$ cat src/rtl/cla_result_capture.sv
// Registered result stage behind the carry-lookahead adder: 2-entry skid buffer plus overflow tracking.
// Optional saturating overflow-event counter enabled by defining CLA_RESULT_OVF_CNT_EN.
module cla_result_capture #(
    parameter int Ancho = 8,
    parameter int CntW  = 8
) (
    input  logic             clk,
    input  logic             rst_n,
    input  logic             in_valid,
    output logic             in_ready,
    input  logic [Ancho:0]   in_sum,
    input  logic             in_cout,
    input  logic             in_ovf,
    output logic             out_valid,
    input  logic             out_ready,
    output logic [Ancho:0]   out_sum,
    output logic             out_cout,
    output logic             out_ovf,
    output logic             ovf_sticky,
    input  logic             ovf_clr,
    output logic [CntW-1:0]  ovf_count
);

    typedef enum logic [1:0] {EMPTY, ONE, TWO} state_t;

    localparam int EntW = Ancho + 3;

    state_t          state;
    state_t          nextState;
    logic [EntW-1:0] mainReg;
    logic [EntW-1:0] skidReg;
    logic            loadMain;
    logic            loadSkid;
    logic            mainFromSkid;
    logic            inFire;
    logic            outFire;
    logic            ovfEvent;

    // Ready and valid come straight from the state flop, so no combinational ready path exists.
    assign in_ready  = (state != TWO);
    assign out_valid = (state != EMPTY);
    assign inFire    = in_valid & in_ready;
    assign outFire   = out_valid & out_ready;
    assign ovfEvent  = inFire & in_ovf;

    assign out_sum  = mainReg[EntW-1:2];
    assign out_cout = mainReg[1];
    assign out_ovf  = mainReg[0];

    always_ff @(posedge clk or negedge rst_n) begin
        if (!rst_n) begin
            state <= EMPTY;
        end else begin
            state <= nextState;
        end
    end

    always_comb begin
        nextState    = state;
        loadMain     = 1'b0;
        loadSkid     = 1'b0;
        mainFromSkid = 1'b0;
        case (state)
            EMPTY: begin
                if (inFire) begin
                    nextState = ONE;
                    loadMain  = 1'b1;
                end
            end
            ONE: begin
                if (inFire && !outFire) begin
                    nextState = TWO;
                    loadSkid  = 1'b1;
                end else if (inFire && outFire) begin
                    loadMain = 1'b1;
                end else if (outFire) begin
                    nextState = EMPTY;
                end
            end
            TWO: begin
                if (outFire) begin
                    nextState    = ONE;
                    mainFromSkid = 1'b1;
                end
            end
            default: nextState = EMPTY;
        endcase
    end

    always_ff @(posedge clk or negedge rst_n) begin
        if (!rst_n) begin
            mainReg <= '0;
            skidReg <= '0;
        end else begin
            if (loadMain) begin
                mainReg <= {in_sum, in_cout, in_ovf};
            end else if (mainFromSkid) begin
                mainReg <= skidReg;
            end
            if (loadSkid) begin
                skidReg <= {in_sum, in_cout, in_ovf};
            end
        end
    end

    // A new overflow event takes priority over a simultaneous clear.
    always_ff @(posedge clk or negedge rst_n) begin
        if (!rst_n) begin
            ovf_sticky <= 1'b0;
        end else if (ovfEvent) begin
            ovf_sticky <= 1'b1;
        end else if (ovf_clr) begin
            ovf_sticky <= 1'b0;
        end
    end

`ifdef CLA_RESULT_OVF_CNT_EN
    logic [CntW-1:0] ovfCountReg;

    always_ff @(posedge clk or negedge rst_n) begin
        if (!rst_n) begin
            ovfCountReg <= '0;
        end else if (ovfEvent) begin
            if (ovf_clr) begin
                ovfCountReg <= CntW'(1);
            end else if (ovfCountReg != {CntW{1'b1}}) begin
                ovfCountReg <= ovfCountReg + CntW'(1);
            end
        end else if (ovf_clr) begin
            ovfCountReg <= '0;
        end
    end

    assign ovf_count = ovfCountReg;
`else
    assign ovf_count = '0;
`endif

endmodule

$ cat config.mk
export PLATFORM = sky130hd
export DESIGN_NAME = cla_result_capture
export DESIGN_NICKNAME = d
export VERILOG_FILES = /design/src/rtl/cla_result_capture.sv
export SDC_FILE = /design/constraint.sdc
export NUM_CORES = 1
export LEC_CHECK = 0
export CORE_ASPECT_RATIO = 1.4
export CORE_MARGIN = 10
export CORE_UTILIZATION = 40
export DETAILED_ROUTE_END_ITERATION = 10
export GPL_ROUTABILITY_DRIVEN = 0
export GPL_TIMING_DRIVEN = 1
export HOLD_SLACK_MARGIN = 0.02
export PLACE_DENSITY = 0.8
export SLEW_MARGIN = 20
export SYNTH_ARGS = -nofsm -noshare
export SYNTH_HDL_FRONTEND = slang
export SYNTH_SLANG_ARGS = --single-unit
export TNS_END_PERCENT = 1
$ cat constraint.sdc
create_clock -name clk -period 1.59 [get_ports clk]
set_clock_uncertainty 0.2 [all_clocks]
set_input_delay 0.2385 -clock clk [delete_from_list [all_inputs] [get_ports clk]]
set_output_delay 0.2385 -clock clk [all_outputs]
set_load 0.02 [all_outputs]
# --- Yosys cells after proc, flatten, opt, wreduce, memory -nomap -nowiden ---
# Index checks and enable logic that the tools add are counted.
totals:
  output_inout_bits: 22
  regBits: 25
classes:
  reduce_logical: 8
  bitwise_logic: 3
  eq_ne: 7
  muxes: 18
op_table:
  columns: ["operator", "n"]
  rows:
  - ["$mux W11", 2]
  - ["$mux W2", 5]
  - ["$mux W1", 9]
  - ["$ne A2 B2 Y1 const B", 3]
  - ["$ne A3 B3 Y1 const B", 2]
  - ["$pmux W2 S3", 1]
  - ["$reduce_bool A2 Y1", 3]
  - ["$reduce_and A4 Y1", 1]
  - ["$and A1 B1 Y1", 3]
  - ["$eq A2 B1 Y1 const B", 1]
  - ["$eq A2 B2 Y1 const B", 1]
  - ["$logic_and A1 B1 Y1", 2]
  - ["$logic_not A2 Y1", 1]
  - ["$pmux W1 S2", 1]
  - ["$logic_not A1 Y1", 1]

# --- Logic depth before layout (Yosys ltp) ---
# Gate-level depths: netlist of the first run.
depth:
  depth_word: 7
  depth_mapped: 4
  mapped_depth_nobuf: 3

# --- Worst setup path before layout of the first run ---
# OpenSTA, ideal clock, no wires.
synth_path:
  path_type: "reg2reg"
  start: "register state[1]"
  end: "register skidReg[1]"
  n_path_buf: 1
  period_less_slack_ns: 1.596
  stages_incl_launch_ff: 5
  arrival_time_ns: 1.271
  slack_ns: -0.006
  path_cell_list: "dfrtp_1 -> nand2b_4 -> nor3b_4 -> buf_6 -> mux2_2"
synth_via:
  elab_chain_cells: 6
  elab_cells_between_ends: 9
synth_rtl:
  columns: ["element", "line_no", "rtl"]
  rows:
  - ["start, declared", "28", "state_t state;"]
  - ["start signal, assigned", "54", "state <= nextState;"]
  - ["$reduce_bool A2 Y1", "41", "assign out_valid = (state != EMPTY);"]
  - ["$and A1 B1 Y1", "43", "assign outFire = out_valid & out_ready;"]
  - ["$logic_not A1 Y1", "71", "if (inFire && !outFire) begin"]
  - ["$logic_and A1 B1 Y1", "71", null]
  - ["$mux W1", "71", null]
  - ["$mux W1 (*)", "63", "case (state)"]
  - ["end signal, assigned", "101", "skidReg <= {in_sum, in_cout, in_ovf};"]
  - ["end, declared", "31", "logic [EntW-1:0] skidReg;"]
# Every way passes the cells marked *; elsewhere a longest branch is shown, timed or not.
# A chain may end at the register's enable or synchronous reset.

# --- Worst setup path after layout of the first run ---
layout_path:
  start: "input port in_valid"
  end: "register skidReg[1]"
layout_via:
  elab_chain_cells: 4
layout_rtl:
  columns: ["element", "line_no", "rtl"]
  rows:
  - ["start, declared", "9", "input logic in_valid,"]
  - ["$and A1 B1 Y1", "42", "assign inFire = in_valid & in_ready;"]
  - ["$logic_and A1 B1 Y1", "71", null]
  - ["$mux W1", "71", null]
  - ["$mux W1", "63", null]
# Every way passes these cells.

==> summary.txt, run 1 <==
Die X = 65.6 um
GR Util All Layers = 10.9%
global-route wire length before repair = 4820 um
Initial Utilization = 41.2%
xor and xnor area share after synthesis = 0.753%
Max Slew Vio Count = 0
H-Tree Depth = 1
failing checks = negative setup slack
Non-Filler Instances = 188
Yosys top cell area share = 53.8%
internal power = 1.50 mW
Cells after DPL = 183
synth top area cells = dfrtp_1, mux2_2, nand2_1
CTS Buffer Depth = 2
commonest cells in the netlist = dfrtp_1, nand2_1, a31oi_1, mux2_2, nor3_1
status = finished with violations
drt drc = 0
Critical Path RT = 1.54 ns
Post-Synth Adder-Cell Area = 0%
P_leak = 0.731 nW
Gate power share = 38.6%
pin count of the biggest net entering global routing = 26
Max VDD drop = 811 uV
cell taking the most area after synthesis = dfrtp_1
routed vias = 940
core region area = 0.00282 mm^2
post-synthesis sequential area ratio = 53.8%
Post-Route WL = 2900 um
Placed Instance Area = 0.00154 mm^2
max-cap violations = 0
Filler Cell Count = 264
pre-CTS WS = -0.277 ns
CTS root buffer = clkbuf_8
Arr. time, crit path = 1.56 ns
YS warnings = 0
Clock power frac = 16.1%
Reg power frac = 45.3%
std cell rows = 23
Post-Syn Instances = 109
post-synthesis cell type count = 23
Mapped Area = 0.00116 mm^2
Seq cells post-synth = 25
Die H = 83.8 um
Pwr Total = 2.26 mW
Synth Area per Inst = 10.7 um^2
simple-gate area share of the yosys netlist = 18.6%
vias in the first global route = 1027
fmax = 622 MHz
Initial DRC Count = 17
worst-path maximum fanout = 6
startpoint types = input pin
DRT antenna net count = 0
RSZ-0062 raised after global routing = true
Wirelength per Cell = 15.4 um
Final Setup Violations = 5
drt pass-1 iters = 4
port buffer count = 29
Post-synth EDFFs = 0
vias per std cell = 5.00
clk sinks = 25
final setup margin = -0.0183 ns
Synth Area in Compound Gates = 7.43%
final hold violation count = 0
Final nets = 168
top-count cell post-synth = dfrtp_1
fin crit share = 101%
CP Capture Type = register
worst hold path type = in2async
Post-synth ARST share = 100%
P_sw = 0.756 mW
CTS clk-pin slew, worst paths = 0.08 ns
TritonCTS clock tree = done
# diodes = 0
Final Instance Area = 0.00160 mm^2
crit path kind = in2reg
layout cells sized above 1 = 24.5%
post-DP HPWL = 2110 um
TritonCTS Buffers = 3
sw frac = 33.4%
GRT overflow = 0
hold_buf cts = 0
die area = 0.00549 mm^2
PwrDens = 1410 mW/mm^2
Syn-to-layout area delta = 37.8%
I/O pin total = 38
post-synthesis mux area share = 10.7%
initial antenna violation count = 0
ys flop type = dfrtp_1
largest family of logic cells by synthesized area = simple AND/OR/NAND/NOR gates
min Tclk post-route = 1.61 ns
later-pin clock latency in the skew report = 0.26 ns
-- power by group through the flow --
| stage | Combinational, mW | Clock (mW) | Sequential [mW] |
|---|---|---|---|
| 2_1_floorplan | 0.393 | 0 | 1.12 |
| 3_3_place_gp | 0.876 | 0 | 1.01 |
| 3_5_place_dp | 0.898 | 0 | 1.03 |
| 4_1_cts | 0.839 | 0.376 | 1.02 |
| 5_1_grt | 0.958 | 0.406 | 1.05 |
| 6_report | 0.873 | 0.364 | 1.02 |
-- path summary, 6_finish.rpt --
path                                        start                     end  slack [ns]  cells past startpoint
max                                      in_valid  skidReg[1]$_DFFE_PN0P_       -0.02                      5
min                                         rst_n  mainReg[5]$_DFFE_PN0P_        0.13                      2
max reg2reg                  state[1]$_DFFE_PN0P_  skidReg[1]$_DFFE_PN0P_       -0.01                      4
min reg2reg                skidReg[8]$_DFFE_PN0P_  skidReg[8]$_DFFE_PN0P_        0.32                      1
max in group asynchronous                   rst_n  skidReg[0]$_DFFE_PN0P_        0.83                      2
min in group clk           skidReg[8]$_DFFE_PN0P_  skidReg[8]$_DFFE_PN0P_        0.32                      1
-- cell type report --
type	instances	area, um^2	share of cell area (%)
flip-flops and latches	25	626	39.1
well taps	37	46.3	2.89
repair buffers	45	389	24.3
multi-input cells	76	490	30.6
inverters	1	3.75	0.234
clock buffers	3	41.3	2.58
clock inverters	1	5.00	0.312
-- through the flow --
stage	hold WS (ns)	util, %	TNS, ns
final	0.128	56.8	-0.0654
after global routing	0.163	56.8	-0.342
after global placement	0.290	54.7	-5.38
after detailed placement	0.298	54.7	-5.67
after CTS	0.129	56.0	-0.113
after floorplan	-0.257	-	0
-- what timing repair did --
action | in CTS | in global routing
resized for setup | 18 | 9
endpoints found under the setup margin | 22 | 13
cloned | 0 | 0
setup buffers | 0 | 1
-- cell usage in the layout, fill, tap and decap left out --
master           instances
a31oi_1                 11
nor3b_4                  1
mux2_2                   5
o21bai_1                 1
buf_4                   15
nand3b_1                 1
dfrtp_1                 25
nor2b_1                  1
nand2b_4                 1
clkbuf_2                 1
nand3_1                  1
dlygate4sd2_1           12
or2_4                    1
mux2_4                   6
clkbuf_8                 3
or2_2                    1
nand2_1                 22
nand2b_1                 1
and3b_1                  1
buf_2                    1
nor3_1                  11
clkdlybuf4s50_1         15
clkinv_2                 1
xnor2_1                  1
conb_1                   8
inv_1                    1
buf_6                    1
o21ai_0                  2
-- registers in the layout, indices dropped and copies added, names as in the netlist --
register	flops
skidReg	11
ovf_sticky	1
mainReg	11
state	2
-- kinds of logic after synthesis --
family,count (synthesis)
simple gates,42
buf+inv,15
other cells,1
xor+xnor,1
flops,25
compound gates,14
mux,11
-- worst max-delay path, stage by stage --
cell and delay [ns]:
clkdlybuf4s50_1 0.53, nand2b_4 0.07, nor3b_4 0.19, buf_4 0.18, mux2_2 0.34
-- routing by layer --
metal	routed length (um)	track usage [%]
met5	0	0
met4	12	3.52
met3	235	4.30
met2	1460	17.8
met1	1190	12.3
(Power assumes the default switching activity.)
==> inputs of run 2 (changes only) <==
GPL_ROUTABILITY_DRIVEN = default   (was 0)
==> results of run 2 <==
Same layout as run 1: the final DEF is identical, and so are final timing and power.
==> inputs of run 3 (changes only) <==
CORE_MARGIN = default   (was 10)
==> summary.txt, run 3 (synthesis gave the netlist of run 1 again) <==
met2 Track Usage GR = 29.6% (was 17.8%)
hold_buf cts = 0 (unchanged)
Clock power frac = 12.9% (was 16.1%)
pin count of the biggest net entering global routing = 26 (unchanged)
failing checks = negative setup slack (unchanged)
P_sw = 0.741 mW (was 0.756 mW)
Cells after DPL = 182 (was 183)
Arr. time, crit path = 1.70 ns (was 1.56 ns)
final hold violation count = 0 (unchanged)
clk sinks = 25 (unchanged)
die area = 0.00313 mm^2 (was 0.00549 mm^2)
TritonCTS clock tree = done (unchanged)
Max VDD drop = 750 uV (was 811 uV)
fin crit share = 106% (was 101%)
H-Tree Depth = 1 (unchanged)
Non-Filler Instances = 187 (was 188)
post-DP HPWL = 1790 um (was 2110 um)
fmax = 592 MHz (was 622 MHz)
# diodes = 0 (unchanged)
later-pin clock latency in the skew report = 0.31 ns (was 0.26 ns)
Reg2Reg Depth = 5 (was 4)
Die X = 47.6 um (was 65.6 um)
startpoint types = register (was input pin)
Syn-to-layout area delta = 37.7% (was 37.8%)
global-route wire length before repair = 4190 um (was 4820 um)
worst-path maximum fanout = 5 (was 6)
CTS root buffer = clkbuf_4 (was clkbuf_8)
Die H = 65.8 um (was 83.8 um)
Final Setup Violations = 12 (was 5)
I/O pin total = 38 (unchanged)
Wirelength per Cell = 13.7 um (was 15.4 um)
internal power = 1.44 mW (was 1.50 mW)
Initial DRC Count = 26 (was 17)
commonest non-fill, non-tap cells in the layout = dfrtp_1, nand2_1, clkdlybuf4s50_1, buf_4, dlygate4sd2_1 (unchanged)
vias in the first global route = 959 (was 1027)
TritonCTS Buffers = 3 (unchanged)
CTS clk-pin slew, worst paths = 0.14 ns (was 0.08 ns)
core region area = 0.00270 mm^2 (was 0.00282 mm^2)
Pwr Total = 2.18 mW (was 2.26 mW)
Post-Route WL = 2560 um (was 2900 um)
GR Util All Layers = 18.5% (was 10.9%)
drt drc = 0 (unchanged)
met1 usage = 23.8% (was 12.3%)
final core occ = 59.3% (was 56.8%)
setup_tns = -0.884 ns (was -0.0654 ns)
routability cong. = 0.734 (was 0.784)
P_leak = 0.728 nW (was 0.731 nW)
vias per std cell = 5.03 (was 5.00)
GR Util met3 = 3.01% (was 4.30%)
Gate power share = 40.5% (was 38.6%)
port buffer count = 29 (unchanged)
max-cap violations = 0 (unchanged)
layout cells sized above 1 = 25.2% (was 24.5%)
sw frac = 34.0% (was 33.4%)
initial antenna violation count = 0 (unchanged)
routed vias = 940 (unchanged)
crit path kind = reg2reg (was in2reg)
RSZ-0062 raised after global routing = true (unchanged)
Initial Utilization = 43.1% (was 41.2%)
Largest regs = mainReg (11), skidReg (11), state (2) (unchanged)
CP Capture Type = register (unchanged)
status = finished with violations (unchanged)
drt pass-1 iters = 4 (unchanged)
gr busiest metal = met2 (unchanged)
worst hold path type = in2async (unchanged)
Max Slew Vio Count = 0 (unchanged)
Critical Path RT = 1.60 ns (was 1.54 ns)
CTS Buffer Depth = 2 (unchanged)
Reg power frac = 46.6% (was 45.3%)
min Tclk post-route = 1.69 ns (was 1.61 ns)
GRT overflow = 0 (unchanged)
DRT antenna net count = 0 (unchanged)
most common cell after layout, fill and taps aside = dfrtp_1 (unchanged)
Final nets = 168 (unchanged)
std cell rows = 22 (was 23)
PwrDens = 1360 mW/mm^2 (was 1410 mW/mm^2)
final setup margin = -0.0999 ns (was -0.0183 ns)
hold_ws = 0.0638 ns (was 0.128 ns)
run 3: changes by cell type in the layout (fill, tap and decap cells not counted), sizes merged:
cell / delta
buf: +1
clkinv: -1
run 3: critical path, stage by stage, from the launching register on:
cell and delay [ns]:
dfrtp_1 0.41, buf_6 0.12, nand2b_4 0.14, nor3b_4 0.20
buf_4 0.17, mux2_2 0.33
run 3: cell type report:
| class | instances | area (um^2) |
|---|---|---|
| multi-input combinational | 76 | 504 |
| clock buffer | 4 | 26.3 |
| sequential | 25 | 626 |
| timing repair buffer | 45 | 395 |
| tap | 36 | 45.0 |
| inverter | 1 | 3.75 |
| fill | 246 | 1100 |
run 3: path summary, 6_finish.rpt:
path,startpoint,to,slack (ns)
setup / recovery,state[1]$_DFFE_PN0P_,skidReg[10]$_DFFE_PN0P_,-0.1
hold / removal,rst_n,mainReg[8]$_DFFE_PN0P_,0.06
setup reg to reg,state[1]$_DFFE_PN0P_,skidReg[10]$_DFFE_PN0P_,-0.1
hold reg to reg,skidReg[6]$_DFFE_PN0P_,skidReg[6]$_DFFE_PN0P_,0.32
max in group asynchronous,rst_n,skidReg[0]$_DFFE_PN0P_,0.89
min in group clk,ovf_clr,ovf_sticky$_DFFE_PN0P_,0.29
run 3: repair_timing:
action | in CTS | in global routing
gates resized for setup | 27 | 6
cloned | 0 | 0
setup buffers | 1 | 0
endpoints found under the setup margin | 26 | 15
run 3: routing by layer:
layer / wire [um] / part of all wire (%) / vias to the layer above
li1: - / - / 445
met5: 0 / 0 / -
met1: 1100 / 43 / 458
met3: 119 / 4.6 / 6
met2: 1300 / 51 / 31
met4: 46 / 1.8 / 0
run 3: stage by stage:
step           worst slack [ns]  instance area, um^2
2_1_floorplan            0.0134                 1190
4_1_cts                  -0.128                 1590
3_5_place_dp             -0.317                 1540
6_report                -0.0999                 1600
5_1_grt                  -0.157                 1600
3_3_place_gp             -0.256                 1540
run 3: power by group through the flow:
stage                     combinational [mW]  clock [mW]  sequential, mW
final                                  0.884       0.280            1.02
after CTS                              0.876       0.282            1.01
after global routing                   0.958       0.303            1.04
after floorplan                        0.393           0            1.12
after detailed placement               0.885           0            1.03
after global placement                 0.864           0            1.01
